===== config.mk =====
export PLATFORM = sky130hd
export DESIGN_NAME = bin_to_bcd_seq
export DESIGN_NICKNAME = d
export VERILOG_FILES = /design/src/rtl/bin_to_bcd_seq.sv
export SDC_FILE = /design/constraint.sdc
export NUM_CORES = 1
export LEC_CHECK = 0
export ABC_AREA = 1
export BUFFER_PORTS_ARGS = -buffer_cell sky130_fd_sc_hd__buf_2
export CAP_MARGIN = 0
export CORE_UTILIZATION = 56
export CTS_CLUSTER_DIAMETER = 60
export CTS_CLUSTER_SIZE = 14
export DETAILED_ROUTE_END_ITERATION = 16
export GPL_TIMING_DRIVEN = 1
export PLACE_DENSITY = 0.75
export SLEW_MARGIN = 20
export SYNTH_ARGS = -nofsm -noshare
export SYNTH_HDL_FRONTEND = slang
export SYNTH_SLANG_ARGS = --single-unit

===== constraint.sdc =====
create_clock -name clk -period 1.4 [get_ports clk]
set_input_delay 0.14 -clock clk [delete_from_list [all_inputs] [get_ports clk]]
set_output_delay 0.14 -clock clk [all_outputs]
set_load 0.005 [all_outputs]

===== src/rtl/bin_to_bcd_seq.sv =====
// Sequential binary-to-BCD converter (shift-and-add-3) with valid/ready on both sides.
// Define BIN_TO_BCD_LZB_EN to blank leading zero digits (4'hF) in the presented result.
module bin_to_bcd_seq #(
    parameter int BIN_W  = 16,
    parameter int DIGITS = 5
) (
    input  logic                  clk,
    input  logic                  rst_n,
    input  logic                  in_valid,
    output logic                  in_ready,
    input  logic [BIN_W-1:0]      bin,
    output logic                  out_valid,
    input  logic                  out_ready,
    output logic [4*DIGITS-1:0]   bcd
);

    typedef enum logic [1:0] {IDLE, SHIFT, DONE} state_t;

    localparam int CNT_W = $clog2(BIN_W + 1);

    // True when 10^DIGITS > 2^BIN_W - 1, i.e. every input value fits in DIGITS digits.
    function automatic bit digits_ok();
        logic [BIN_W+4:0] p;
        logic [BIN_W+4:0] limit;
        limit = (BIN_W+5)'(1) << BIN_W;
        p     = (BIN_W+5)'(1);
        for (int i = 0; i < DIGITS; i++) begin
            if (p < limit) p = p * (BIN_W+5)'(10);
        end
        return p >= limit;
    endfunction

    if (BIN_W < 1) begin : g_bad_width
        $error("bin_to_bcd_seq: BIN_W must be at least 1");
    end
    if (!digits_ok()) begin : g_bad_digits
        $error("bin_to_bcd_seq: DIGITS too small for BIN_W");
    end

    state_t               state;
    state_t               state_nxt;
    logic [CNT_W-1:0]     cnt;
    logic [BIN_W-1:0]     shreg;
    logic [4*DIGITS-1:0]  scratch;
    logic [4*DIGITS-1:0]  scratch_adj;
    logic [4*DIGITS-1:0]  bcd_done;
`ifdef BIN_TO_BCD_LZB_EN
    logic                 lead;
`endif

    // NOTE: sequential state uses non-blocking assignments so every flop samples pre-edge values.
    always_ff @(posedge clk or negedge rst_n) begin
        if (!rst_n) state <= IDLE;
        else        state <= state_nxt;
    end

    // NOTE: each combinational block assigns a default first so no path can infer a latch.
    always_comb begin
        state_nxt = state;
        case (state)
            IDLE:    if (in_valid)             state_nxt = SHIFT;
            SHIFT:   if (cnt == CNT_W'(1))     state_nxt = DONE;
            DONE:    if (out_ready)            state_nxt = IDLE;
            default:                           state_nxt = IDLE;
        endcase
    end

    always_comb begin
        in_ready  = (state == IDLE);
        out_valid = (state == DONE);
        bcd       = (state == DONE) ? bcd_done : '0;
    end

    // Per-digit add-3 correction applied before each shift; no carry crosses digits.
    always_comb begin
        scratch_adj = scratch;
        for (int d = 0; d < DIGITS; d++) begin
            if (scratch[4*d +: 4] >= 4'd5) scratch_adj[4*d +: 4] = scratch[4*d +: 4] + 4'd3;
        end
    end

    always_comb begin
        bcd_done = scratch;
`ifdef BIN_TO_BCD_LZB_EN
        lead = 1'b1;
        for (int d = DIGITS - 1; d >= 1; d--) begin
            if (lead && scratch[4*d +: 4] == 4'h0) bcd_done[4*d +: 4] = 4'hF;
            else                                   lead = 1'b0;
        end
`endif
    end

    always_ff @(posedge clk or negedge rst_n) begin
        if (!rst_n) begin
            shreg   <= '0;
            scratch <= '0;
            cnt     <= '0;
        end else begin
            case (state)
                IDLE: begin
                    if (in_valid) begin
                        shreg   <= bin;
                        scratch <= '0;
                        cnt     <= CNT_W'(BIN_W);
                    end
                end
                SHIFT: begin
                    // Binary MSB moves into scratch bit 0.
                    {scratch, shreg} <= {scratch_adj[4*DIGITS-2:0], shreg, 1'b0};
                    cnt              <= cnt - 1'b1;
                end
                default: ;
            endcase
        end
    end

endmodule


Word level (Yosys, flattened, before mapping) --
Cells that the tools add are included. W data, S select, Z words.
Storage, ports and cells: register bits after elaboration 43, word-level logic and storage cells 41, input port bits 20, output and inout port bits 22
Cells by class: multiplexer cells 16, $add $sub $neg 6, reductions and logical operators 4, equality and inequality tests 6, $lt $le $gt $ge 5
Operators by type and width (count):
- $mux W20 | 2
- $pmux W20 S2 | 1
- $pmux W16 S2 | 1
- $ge A4 B3 Y1 const B | 5
- $add A4 B2 Y4 const B | 4
- $mux W16 | 1
- $mux W4 | 4
- $pmux W5 S2 | 1
- $mux W2 | 3
- $pmux W2 S3 | 1
- $eq A5 B1 Y1 const B | 1
- $mux W5 | 1
- $sub A5 B1 Y5 const B | 1
- $ne A2 B2 Y1 const B | 2
- $add A3 B2 Y3 const B | 1
- $mux W3 | 1
- $reduce_and A3 Y1 | 1
- $eq A2 B1 Y1 const B | 1
- $eq A2 B2 Y1 const B | 1
- $logic_not A2 Y1 | 1
- $ne A2 B1 Y1 const B | 1
- $reduce_and A2 Y1 | 1
- $reduce_bool A2 Y1 | 1

Logic depth before layout (Yosys ltp) --
word-level depth 3, gate-level depth with buffers 8, gate-level depth less buffers 8

Worst setup path before layout --
No wires, ideal clock.
path type flip-flop to flip-flop, from register scratch[0], in the netlist bcd_done[0], to register scratch[4], in the netlist bcd_done[4], required time 1276 ps, arrival 1013 ps, path slack 263 ps, buffers on the path 0, clock period less this slack 1137 ps, library setup time 124 ps, cell stages (with the launch flop) 8, cells stage by stage dfrtp_1 inv_1 ha_1 inv_1 nand2_1 nand3_1 nand2_1 o21bai_1
Between the ends: word-level cells in the longest chain between the ends 3, elaborated cells on any way between the ends 4, classes of those cells add/sub: 1; order compare: 1; mux: 2
RTL lines:
- from (decl) | line 44 | logic [4*DIGITS-1:0] scratch;
- from (signal assigned) | line 109 | {scratch, shreg} <= {scratch_adj[4*DIGITS-2:0], shreg, 1'b0};
- $add A4 B2 Y4 or $ge A4 B3 Y1 (tied branches) | line 78 | if (scratch[4*d +: 4] >= 4'd5) scratch_adj[4*d +: 4] = scratch[4*d +: 4] + 4'd3;
- $mux W4 (*) | line 78
- $pmux W20 S2 (*) | line 99 | case (state)
Mark *: on every way between the ends. The rest lies on a longest branch, timed or not. A chain may end at the register's enable or synchronous reset.

Worst setup path in the final report --
from register state[1], to output bcd[2]
Between the ends: word-level cells in the longest chain between the ends 2
RTL lines:
- from (decl) | line 40 | state_t state;
- from (signal assigned) | line 54 | else state <= state_nxt;
- $eq A2 B2 Y1 | line 71 | bcd = (state == DONE) ? bcd_done : '0;
- $mux W20 | line 71
- to (decl) | line 14 | output logic [4*DIGITS-1:0] bcd
No other way between the ends.

==> results.tsv <==
metric	value	unit
status	finished with violations	
failing checks	setup timing	
WL/cell	13.0	um
P per Cell Area	2040	nW/um2
number of I/O pins	42	
clock skew	0.00823	ns
vias in the first global route	2043	
HP Class	primary input to flop	
critical path class	flop to output port	
CTS tree	built	
Worst R2R Start	state[1]	
origin of the worst setup path	state[1]	
commonest non-fill, non-tap cells in the layout	98 x nand2_1, 42 x dfrtp_1, 41 x buf_2	
routed wire length	5600	um
multi-input logic area	1190	um2
Yosys reg bits	43	
final global-route overflow total	0	
Max Freq	0.653	GHz
fin worst setup slack	-0.131	ns
most common cell after layout, fill and taps aside	nand2_1	
placed cells	408	
largest net degree at the start of global routing	44	
final net count	412	
synth warn	0	
post-synth net total	350	
DP HPWL	3530	um
H-tree depth	2	
DR vias	2278	
Tcrit/Tclk final	109	%
post-route total power	6.13	mW
async set-reset flop share out of synthesis	100	%
area of the core	4140	um2
worst path cell trace	inv_2 > nor2_4 > buf_6 > clkinvlp_4 > nor2_1 > buf_2	
FF+latch area	1080	um2
CP startpoint kind	flop	
Syn Inst Count	318	
CTS Buf Count	5	
RSZ-0062 raised after global routing	yes	
Die Area	4730	um2
post-layout min period	1.53	ns
slowest stage cell, crit path	dfrtp_1	
# diodes	0	
Die Y	68.8	um
CTS root buf	clkbuf_8	
largest stage delay on the critical path	0.36	ns
DR DRC count	0	
Seq/Total Area, Yosys	43.1	%
Antenna Nets Post-Route	0	
fillers	325	
die width	68.8	um
IO buf count	41	
Worst Path Max Fanout	6	
Req. time, crit path	1.26	ns
EDFF count, synth	0	
fin cells	431	
CP arrival	1.39	ns
Sink Count	43	
max-slew violation count	0	
clk buf depth	2	
Mapped Avg Cell Area	7.85	um2
Tot GR Track Use	25.9	%
placer congestion estimate	0.831	
# rows	23	
share of cells above drive strength 1	26.2	%
TNS Setup	-2.08	ns
Starting Density	60.3	%
first-pass GRT wire length	8870	um
max-cap violation count	0	
Main synth FF type	dfrtp_1	
final setup fails	21	
clk slew on worst S/H paths	0.07	ns
actual slew at the worst max-slew pin	0.238	ns
worst skew pair latency	0.30	ns
Netlist cell types	25	
initial antenna violation count	0	
Hold Violations, Final	0	
Worst Hold Launch	out_ready	
Area Growth Syn to Fin	20.4	%
Worst setup EP type	output port	
DR pass1 iterations	4	
mapped cell area	2500	um2
Pleak	1.59	nW
Rel. slew slack	84.1	%
Vias/cell	5.29	
worst vdd ir	1.06	mV
Starting DRT DRC Count	195	
state kept, by name, indices dropped and copies added (netlist names):
signal / flops
bcd_done: 20
cnt: 5
shreg: 16
state: 2
stage by stage:
stage               setup WS, ns  utilization, %  instance area (um2)  hold slack, ns
detailed placement       0.00371            66.2                 2740           0.132
finish                    -0.131            72.6                 3010          0.0430
global placement          0.0434            66.2                 2740           0.137
CTS                       -0.101            70.7                 2930          0.0369
global route              -0.230            72.6                 3010          0.0362
floorplan                  0.263               -                 2500          -0.156
cells by family after synthesis:
logic type | share of synthesized area [%]
buffers and inverters | 10.7
adder cells (fa/ha/maj) | 6.01
flip-flops | 43.1
AO/OA/AOI/OAI | 10.3
AND/OR/NAND/NOR | 30.0
report_power, final:
part | internal, mW | switching, mW
sequential | 1.81 | 0.387
combinational | 1.22 | 1.94
clock | 0.342 | 0.429
critical path: cells and delay by family (launching register included):
kind,cells,cell delay (ns)
and+or+nand+nor,2,0.26
buffers and inverters,4,0.48
DFF,1,0.36
path summary, 6_finish.rpt:
path / end / slack (ns) / depth (start not counted)
worst max register to register: cnt[3] / -0.01 / 9
worst min-delay path: state[1] / 0.04 / 2
worst min register to register: shreg[0] / 0.47 / 2
worst max-delay path: bcd[2] / -0.13 / 6
max in group asynchronous: state[0] / 0.83 / 3
min in group asynchronous: bcd_done[6] / 0.33 / 3
area by class of cell:
cell class	count	share of cell area, %
Clock buffer	5	2.29
Clock inverter	3	0.499
Inverter	42	5.78
Multi-Input combinational cell	223	39.6
Sequential cell	43	35.8
Tap cell	50	2.08
Timing Repair Buffer	62	13.2
Timing Repair inverter	3	0.749
cell usage after synthesis, types with 2 or more instances:
cell      count  area [um2]
buf_2         2        10.0
nor3_1        2        10.0
nor2_1       27         101
nand3_1      32         160
nand4_1      10        62.6
o21ai_0      14        70.1
o22ai_1       3        18.8
nand2_4       3        33.8
inv_1        38         143
inv_2         2        7.51
o21bai_1      4        30.0
o211ai_1      8        60.1
buf_4         2        15.0
a21oi_1       2        10.0
nand2_1      98         368
ha_1         12         150
buf_6         5        56.3
o211ai_2      5        62.6
dfrtp_1      43        1080
timing repair:
item | in CTS | in global routing
cloned | 3 | 0
hold buffers | 1 | 0
buffers inserted | 7 | 4
gates resized for setup | 9 | 18
pin swaps | 3 | 5
endpoints found under the hold margin | 43 | 0
endpoints found under the setup margin | 20 | 30
metal layers:
metal | vias up | wire, um | global-route usage [%]
met5 | - | 0 | 0
met4 | 0 | 65 | 11.0
met3 | 6 | 231 | 4.44
met2 | 71 | 2750 | 45.5
met1 | 1050 | 2560 | 31.2
li1 | 1151 | - | -
(Power assumes the default switching activity.)
